==> src/rtl/hash_writer_pkg.sv <==
// Shared types and address helper for the HASH RAM write-side producer.
package hash_writer_pkg;

  typedef enum logic [1:0] {
    ST_IDLE  = 2'd0,
    ST_FILL  = 2'd1,
    ST_READY = 2'd2
  } state_e;

  localparam int WORD_BYTES = 8;

  typedef struct packed {
    logic [63:0] data;
    logic        last;
  } beat_t;

  // Byte address of word idx in bank; caller truncates to the RAM address width.
  function automatic logic [63:0] word_byte_addr(input logic [63:0] base,
                                                 input logic        bank,
                                                 input logic [15:0] idx,
                                                 input int          depth);
    logic [63:0] word;
    word = (bank ? 64'(depth) : 64'd0) + {48'd0, idx};
    return base + word * 64'(WORD_BYTES);
  endfunction

endpackage

==> src/rtl/hash_bank_tracker.sv <==
// Readable-bank bookkeeping: two-bank ring under HASH_WRITER_PINGPONG_EN, else one flag.
// A commit becomes visible on hash_ready the cycle after it is presented.
module hash_bank_tracker (
  input  logic clk,
  input  logic rst_n,
  input  logic commit,
  input  logic consume_done,
  output logic hash_ready,
  output logic rd_bank,
  output logic wr_bank,
  output logic full
);

`ifdef HASH_WRITER_PINGPONG_EN
  logic [1:0] cnt_q, cnt_d;
  logic       rd_q, rd_d;
  logic       wr_q, wr_d;
  logic       rel;

  always_comb begin
    rel   = consume_done && (cnt_q != 2'd0);
    cnt_d = cnt_q + {1'b0, commit} - {1'b0, rel};
    rd_d  = rd_q ^ rel;
    wr_d  = wr_q ^ commit;
  end

  always_ff @(posedge clk or negedge rst_n) begin
    if (!rst_n) begin
      cnt_q <= 2'd0;
      rd_q  <= 1'b0;
      wr_q  <= 1'b0;
    end else begin
      cnt_q <= cnt_d;
      rd_q  <= rd_d;
      wr_q  <= wr_d;
    end
  end

  // A commit still in flight counts, so a new fill never lands on a readable bank.
  assign full       = (cnt_q == 2'd2) || ((cnt_q == 2'd1) && commit);
  assign hash_ready = (cnt_q != 2'd0);
  assign rd_bank    = rd_q;
  assign wr_bank    = wr_q;
`else
  logic flag_q, flag_d;

  always_comb begin
    flag_d = flag_q;
    if (commit) begin
      flag_d = 1'b1;
    end else if (consume_done) begin
      flag_d = 1'b0;
    end
  end

  always_ff @(posedge clk or negedge rst_n) begin
    if (!rst_n) begin
      flag_q <= 1'b0;
    end else begin
      flag_q <= flag_d;
    end
  end

  assign full       = flag_q || commit;
  assign hash_ready = flag_q;
  assign rd_bank    = 1'b0;
  assign wr_bank    = 1'b0;
`endif

endmodule

==> src/rtl/hash_bram_writer.sv <==
// Writes a valid/ready stream of 64-bit words into the HASH RAM and publishes complete blocks.
// Optional two-bank ping-pong buffering under HASH_WRITER_PINGPONG_EN.
module hash_bram_writer
  import hash_writer_pkg::*;
#(
  parameter int                DEPTH_WORDS = 64,
  parameter int                ADDR_W      = 32,
  parameter logic [ADDR_W-1:0] BASE_ADDR   = '0
) (
  input  logic              clk,
  input  logic              rst_n,
  input  logic              start,
  input  logic [15:0]       blk_len,
  input  logic              s_valid,
  input  logic [63:0]       s_data,
  input  logic              s_last,
  output logic              s_ready,
  output logic [ADDR_W-1:0] waddr,
  output logic [63:0]       wdata,
  output logic [7:0]        wmask,
  output logic              wen,
  output logic              HASH_ready,
  output logic              rd_bank,
  input  logic              consume_done,
  output logic              busy,
  output logic              len_err
);

  localparam logic [15:0] DEPTH_LEN = 16'(DEPTH_WORDS);

  state_e            state_q, state_d;
  logic [15:0]       len_q, len_d;
  logic [15:0]       cnt_q, cnt_d;
  logic              wen_q, wen_d;
  logic [ADDR_W-1:0] waddr_q, waddr_d;
  logic [63:0]       wdata_q, wdata_d;
  logic              len_err_q, len_err_d;
  logic              commit_q, commit_d;

  beat_t beat;
  logic  hs;
  logic  bank_full;
  logic  wr_bank;
  logic  hash_ready_w;

  assign beat = '{data: s_data, last: s_last};
  assign hs   = s_valid && s_ready;

  hash_bank_tracker u_tracker (
    .clk          (clk),
    .rst_n        (rst_n),
    .commit       (commit_q),
    .consume_done (consume_done),
    .hash_ready   (hash_ready_w),
    .rd_bank      (rd_bank),
    .wr_bank      (wr_bank),
    .full         (bank_full)
  );

  always_comb begin
    state_d   = state_q;
    len_d     = len_q;
    cnt_d     = cnt_q;
    wen_d     = 1'b0;
    waddr_d   = waddr_q;
    wdata_d   = wdata_q;
    len_err_d = len_err_q;
    commit_d  = 1'b0;

    case (state_q)
      ST_IDLE: begin
        if (start && !bank_full) begin
          if ((blk_len == 16'd0) || (blk_len > DEPTH_LEN)) begin
            len_err_d = 1'b1;
          end else begin
            len_d   = blk_len;
            cnt_d   = 16'd0;
            state_d = ST_FILL;
          end
        end
      end

      ST_FILL: begin
        if (hs) begin
          wen_d   = 1'b1;
          wdata_d = beat.data;
          waddr_d = ADDR_W'(word_byte_addr(64'(BASE_ADDR), wr_bank, cnt_q, DEPTH_WORDS));
          cnt_d   = cnt_q + 16'd1;
          if ((cnt_d == len_q) || beat.last) begin
            // Commit is delayed a cycle so the final word is in the RAM before publishing.
            commit_d = 1'b1;
            if (cnt_d != len_q) begin
              len_err_d = 1'b1;
            end
`ifdef HASH_WRITER_PINGPONG_EN
            state_d = ST_IDLE;
`else
            state_d = ST_READY;
`endif
          end
        end
      end

      ST_READY: begin
        if (consume_done && hash_ready_w) begin
          state_d = ST_IDLE;
        end
      end

      default: state_d = ST_IDLE;
    endcase
  end

  always_ff @(posedge clk or negedge rst_n) begin
    if (!rst_n) begin
      state_q   <= ST_IDLE;
      len_q     <= 16'd0;
      cnt_q     <= 16'd0;
      wen_q     <= 1'b0;
      waddr_q   <= '0;
      wdata_q   <= 64'd0;
      len_err_q <= 1'b0;
      commit_q  <= 1'b0;
    end else begin
      state_q   <= state_d;
      len_q     <= len_d;
      cnt_q     <= cnt_d;
      wen_q     <= wen_d;
      waddr_q   <= waddr_d;
      wdata_q   <= wdata_d;
      len_err_q <= len_err_d;
      commit_q  <= commit_d;
    end
  end

  assign s_ready    = (state_q == ST_FILL);
  assign busy       = (state_q == ST_FILL);
  assign wen        = wen_q;
  assign waddr      = waddr_q;
  assign wdata      = wdata_q;
  assign wmask      = wen_q ? 8'hFF : 8'h00;
  assign len_err    = len_err_q;
  assign HASH_ready = hash_ready_w;

endmodule

==> config.mk <==
export PLATFORM = sky130hd
export DESIGN_NAME = hash_bram_writer
export DESIGN_NICKNAME = d
export VERILOG_FILES = /design/src/rtl/hash_writer_pkg.sv /design/src/rtl/hash_bank_tracker.sv /design/src/rtl/hash_bram_writer.sv
export SDC_FILE = /design/constraint.sdc
export NUM_CORES = 1
export LEC_CHECK = 0
export CAP_MARGIN = 0
export CORE_AREA = 2 2 113 115
export CTS_CLUSTER_SIZE = 20
export DETAILED_ROUTE_END_ITERATION = 10
export DIE_AREA = 0 0 115 117
export PLACE_DENSITY = 0.79
export SETUP_SLACK_MARGIN = 0.1
export SLEW_MARGIN = 30
export SYNTH_ARGS = -nofsm -noshare
export SYNTH_HDL_FRONTEND = slang
export SYNTH_SLANG_ARGS = --single-unit
==> constraint.sdc <==
create_clock -name clk -period 2.5 [get_ports clk]
set_input_delay 0.5 -clock clk [delete_from_list [all_inputs] [get_ports clk]]
set_output_delay 0.5 -clock clk [all_outputs]
set_load 0.05 [all_outputs]
; ---- Yosys cells after proc, flatten, opt, wreduce, memory -nomap -nowiden
; Index checks and enable logic that the tools add are counted.
[op_classes]
n_mul = 0
div = 0
eq_ne = 11
shift = 0
mux = 24
order_cmp = 1
addsub = 1
bitwise_logic = 1
reduce_logical = 16
[ops]
columns = operator, n
row1 = $mux W16, 3
row2 = $pmux W16 S2, 1
row3 = $add A16 B1 Y16 const B, 1
row4 = $eq A16 B16 Y1, 1
row5 = $gt A16 B7 Y1 const B, 1
row6 = $logic_not A16 Y1, 1
row7 = $ne A16 B16 Y1, 1
row8 = $mux W1, 12
row9 = $mux W2, 5
row10 = $mux W8, 1
row11 = $ne A2 B2 Y1 const B, 4
row12 = $ne A2 B1 Y1 const B, 3
row13 = $pmux W2 S3, 1
row14 = $reduce_and A6 Y1, 1
row15 = $reduce_and A5 Y1, 1
row16 = $reduce_and A4 Y1, 1
row17 = $reduce_bool A2 Y1, 2
row18 = $logic_and A1 B1 Y1, 3
row19 = $logic_or A1 B1 Y1, 3
row20 = $reduce_and A3 Y1, 1
row21 = $eq A2 B1 Y1 const B, 1
row22 = $eq A2 B2 Y1 const B, 1
row23 = $logic_not A2 Y1, 1
row24 = $pmux W1 S2, 1
row25 = other kinds (3), 3
[word_totals]
mem_count = 0
out_inout_bits = 110
rom_bits = 0
latchBits = 0
in_bits = 86
reg_bits = 118
mem_bits_rw = 0

; ---- Depth between registers and ports, before layout
[logic_depth]
depth_word = 6
ltp_mapped = 9
depth_no_buf = 7

; ---- Cells and area by module
; A second synthesis with hierarchy kept.
[hier_totals]
hier_cells = 620
hier_area_um2 = 5557.8
[by_module_without_submodules]
columns = mod, area_per_inst_um2, n_inst, cells_per_inst, seq_area_each_um2
row1 = hash_bram_writer, 5495.3, 1, 613, 2952.8
row2 = hash_bank_tracker, 62.6, 1, 7, 25.0

; ---- Worst setup path before layout
; Ideal clock, no wire load.
[synth_path]
path_type = register to register
start = register cnt_q[0]
end = register state_q[1]
slack_ps = 422
synth_period_minus_slack_ps = 2078
path_stages_with_launch = 9
t_arrival_ps = 2004
t_required_ps = 2426
path_buffers = 1
setup_ps = 74
path_cell_list = dfrtp_1 ha_1 nand3_1 buf_2 nor4_1 xnor2_1 nand4_1 o41a_1 o21ai_2
[synth_via]
elab_chain_cells = 5
[synth_lines]
columns = element, line
row1 = from (decl), hash_bram_writer.sv:33  ; logic [15:0] cnt_q, cnt_d;
row2 = from (signal assigned), hash_bram_writer.sv:127  ; cnt_q <= cnt_d;
row3 = $add A16 B1 Y16, hash_bram_writer.sv:88  ; cnt_d = cnt_q + 16'd1;
row4 = $eq A16 B16 Y1, hash_bram_writer.sv:89  ; if ((cnt_d == len_q) || beat.last) begin
row5 = $logic_or A1 B1 Y1, hash_bram_writer.sv:89
row6 = $ne A2 B1 Y1 (no source line), -
row7 = $reduce_and A5 Y1 (no source line), -
row8 = to (signal assigned), hash_bram_writer.sv:125  ; state_q <= state_d;
row9 = to (decl), hash_bram_writer.sv:31  ; state_e state_q, state_d;
; No other way between the ends.
; A chain may end at the register's enable or synchronous reset.

; ---- Final worst setup path
; Same ends and word-level chain as after synthesis.

==> summary.txt <==
Clock network
  • CTS tree: yes
  • Hold-fix buffers, CTS: 0
  • Clock Tree Root: clkbuf_16
  • Clock Latency Late Sink: 400 ps
  • Num CTS Buffers: 17
  • Clock Path Buffers: 2
  • Htree depth: 4
  • Clock slew at reported path FFs: 50 ps
  • Clock sink count: 118

STA
  • Final Hold Viols: 0
  • RSZ-0062 raised after global routing: no
  • Slew Limit Headroom: 58.9%
  • Peak Freq: 438 MHz
  • Clock Skews: 5.66 ps
  • Hold WS: 190 ps
  • Tcrit/Tclk final: 91.2%
  • Final setup viols: 0
  • Slew Limit Fails: 0
  • Slew @ Worst Pin: 616 ps
  • Setup TNS: 0 ps
  • Fin crit period: 2280 ps

GRT
  • Overall Global Routing Usage: 21.4%
  • Gr ovfl total: 0
  • Vias in the first global route: 4821
  • Largest net degree at the start of global routing: 119
  • Initial antenna violation count: 0
  • First-pass GRT wire length: 22600 µm

Die
  • I/O pin count: 196
  • Row cnt: 41
  • Initial Utilization: 43.5%
  • Core footprint: 0.0123 mm²
  • Die area: 0.0135 mm²
  • Die Width: 115 µm
  • Die Y: 117 µm

Power and ir drop
  • Leakage power: 3.80 nW
  • Max IR drop VDD: 743 µV
  • Power Density: 933 mW/mm²
  • Tot Pwr: 0.00737 W

Worst setup path
  • Critical path, cell by cell: ha_2 > xnor2_1 > xnor2_1 > nor4_2 > nand3_1 > o41a_1 > o21ai_2
  • Slowest stage delay, CP: 480 ps
  • WP data required: 2830 ps
  • Worst-case reg-to-reg path depth: 7
  • Slowest cell on the critical path: o41a_1
  • Startpoint types: flop
  • CP Class: reg -> reg
  • Worst Path Arrival: 2610 ps
  • Crit Path Max Fanout: 8
  • CP dominant cell by count: xnor2_1
  • CP endpoint kind: flop

Final layout
  • Fraction of layout instances using a drive strength above 1: 8.11%
  • Area growth syn-to-layout: 47.6%
  • Inserted Diodes: 0
  • Nets: 863
  • Fillers: 977

Detailed routing
  • Via count: 4669
  • 1st-iter DRT viols: 207
  • DRT Wirelength: 13800 µm
  • Number of remaining DRC errors: 0
  • First drt pass iteration count: 4
  • Antenna viol nets, final: 0
  • Drt wl/cell: 14.7 µm
  • Routed vias/inst: 4.97

Logic synthesis
  • Yosys warning count: 0
  • Post-synth cell types: 41
  • Multiplexer area fraction after synthesis: 0.561%
  • Sequential area share after synthesis: 55.2%
  • Main combinational cell family by area after synthesis: simple AND/OR/NAND/NOR gates
  • Simple-gate share of the synthesized area: 27.1%
  • Xor/xnor cell area share of the yosys netlist: 3.93%
  • Compound-Gate Fraction of Synth Area: 5.96%
  • Avg Synthesized Cell Area: 8.82 µm²
  • Synthesized flop and latch total: 118
  • Netlist Area Pre-Place: 0.00535 mm²
  • Mapped Cells: 607
  • Post-Synth Adder-Cell Area: 0.234%

Placement
  • Routability cong.: 0.905
  • Port Buf Inserts: 178
  • Dpl hpwl: 9310 µm

Run status
  • Outcome: complete, no violations

Flow run
  • Max_cap viols: 0

Hold path
  • HP Class: in -> async
path summary, 6_finish.rpt:
kind / start / end / slack (ps)
max reg2reg: cnt_q[0] / state_q[1] / 220
max: cnt_q[0] / state_q[1] / 220
min: rst_n / cnt_q[1] / 190
min in group clk: commit_q / u_tracker.hash_ready / 460
min reg2reg: commit_q / u_tracker.hash_ready / 460
max in group asynchronous: rst_n / wdata[6] / 1850
metrics by stage:
step                utilization [%]  setup slack, ps  instance area (µm²)  cells
floorplan                         -              422                 5410    623
global placement               58.3             -114                 7180    906
detailed placement             58.3             -128                 7180    906
CTS                            63.7              138                 7850    938
global route                   64.1             82.5                 7900    939
finish                         64.1              219                 7900    939
repair_timing:
action	in CTS	in global routing
gates cloned	0	0
setup endpoints to repair	2	6
pin swaps	0	1
setup buffers	0	1
gates resized for setup	1	10
layout by cell type, fill, tap and decap left out, drive strengths merged, types with 4 or more instances in the layout:
| cell | n |
|---|---|
| nand2 | 279 |
| xor2 | 10 |
| inv | 7 |
| buf | 19 |
| nand4 | 7 |
| nor2 | 12 |
| clkbuf | 25 |
| nor4 | 9 |
| nand3 | 11 |
| dfrtp | 118 |
| xnor2 | 14 |
| nor3b | 4 |
| nor2b | 11 |
| bufinv | 5 |
| conb | 17 |
| clkdlybuf4s50 | 175 |
| nand2b | 4 |
| o21ai | 17 |
| a22o | 9 |
| a21oi | 6 |
layer usage:
| layer | GRT usage (%) | wire, µm | vias to the layer above |
|---|---|---|---|
| met5 | 0 | 0 | - |
| met4 | 8.76 | 245 | 0 |
| met3 | 8.91 | 1260 | 23 |
| met2 | 34.2 | 6600 | 171 |
| met1 | 25.9 | 5730 | 2243 |
| li1 | - | - | 2232 |
power breakdown:
| part | switching [W] | internal (W) | total, W |
|---|---|---|---|
| Sequential | 0.000226 | 0.00222 | 0.00244 |
| Combinational | 0.00147 | 0.000756 | 0.00222 |
| Clock | 0.000823 | 0.00188 | 0.00270 |
| Total | 0.00252 | 0.00485 | 0.00737 |
critical path, delay by kind of cell (launching register included):
| kind | cells | cell delay, ps |
|---|---|---|
| AND/OR/NAND/NOR | 2 | 610 |
| flip-flops | 1 | 460 |
| AO/OA/AOI/OAI | 2 | 600 |
| XOR/XNOR | 2 | 290 |
| adder cells (fa/ha/maj) | 1 | 250 |
cell usage after synthesis:
master | instances | area [µm²]
a2111o_1 | 1 | 11.3
a211o_1 | 1 | 8.76
a211oi_2 | 1 | 12.5
a21o_1 | 3 | 22.5
a21oi_1 | 6 | 30.0
a22o_1 | 9 | 78.8
a31oi_1 | 2 | 12.5
and3b_1 | 1 | 8.76
and4_1 | 2 | 17.5
buf_2 | 9 | 45.0
buf_4 | 28 | 210
buf_6 | 1 | 11.3
clkbuf_1 | 22 | 82.6
conb_1 | 1 | 3.75
dfrtp_1 | 118 | 2950
ha_1 | 1 | 12.5
inv_1 | 6 | 22.5
inv_2 | 1 | 3.75
mux2i_1 | 3 | 30.0
nand2_1 | 279 | 1050
nand2b_1 | 4 | 25.0
nand3_1 | 11 | 55.1
nand3b_1 | 1 | 7.51
nand4_1 | 6 | 37.5
nand4_2 | 1 | 12.5
nor2_1 | 12 | 45.0
nor2b_1 | 11 | 68.8
nor3_1 | 3 | 15.0
nor3b_1 | 4 | 30.0
nor4_1 | 8 | 50.1
nor4_2 | 1 | 12.5
o211ai_1 | 1 | 7.51
o21ai_0 | 16 | 80.1
o21ai_2 | 1 | 8.76
o22ai_1 | 2 | 12.5
o31ai_1 | 3 | 22.5
o41a_1 | 1 | 11.3
or2_0 | 1 | 6.26
or3b_1 | 1 | 8.76
xnor2_1 | 14 | 123
xor2_1 | 10 | 87.6
logic make-up (layout without fill, tap and decap cells):
group	count (synthesis)	in the layout
flip-flops	118	118
XOR/XNOR	24	24
AND/OR/NAND/NOR	346	346
AO/OA/AOI/OAI	47	47
adder cells (fa/ha/maj)	1	1
buffers and inverters	67	233
other	1	17
multiplexers	3	3
registers in the layout, summed over array words and instances, names as in the netlist:
name                  cells
wdata                    64
cnt_q                    16
len_q                    16
waddr                    16
state_q                   2
commit_q                  1
len_err                   1
u_tracker.hash_ready      1
wen                       1
final cells by class:
class / count / area (µm²) / share of cell area, %
clock buffer: 25 / 495 / 6.27
clock inverter: 7 / 165 / 2.09
inverter: 7 / 26.3 / 0.333
multi-input combinational: 438 / 2130 / 27.0
sequential: 118 / 2960 / 37.4
tap: 150 / 188 / 2.38
timing repair buffer: 194 / 1930 / 24.5
Note: power is estimated with default switching activity, not from simulation.
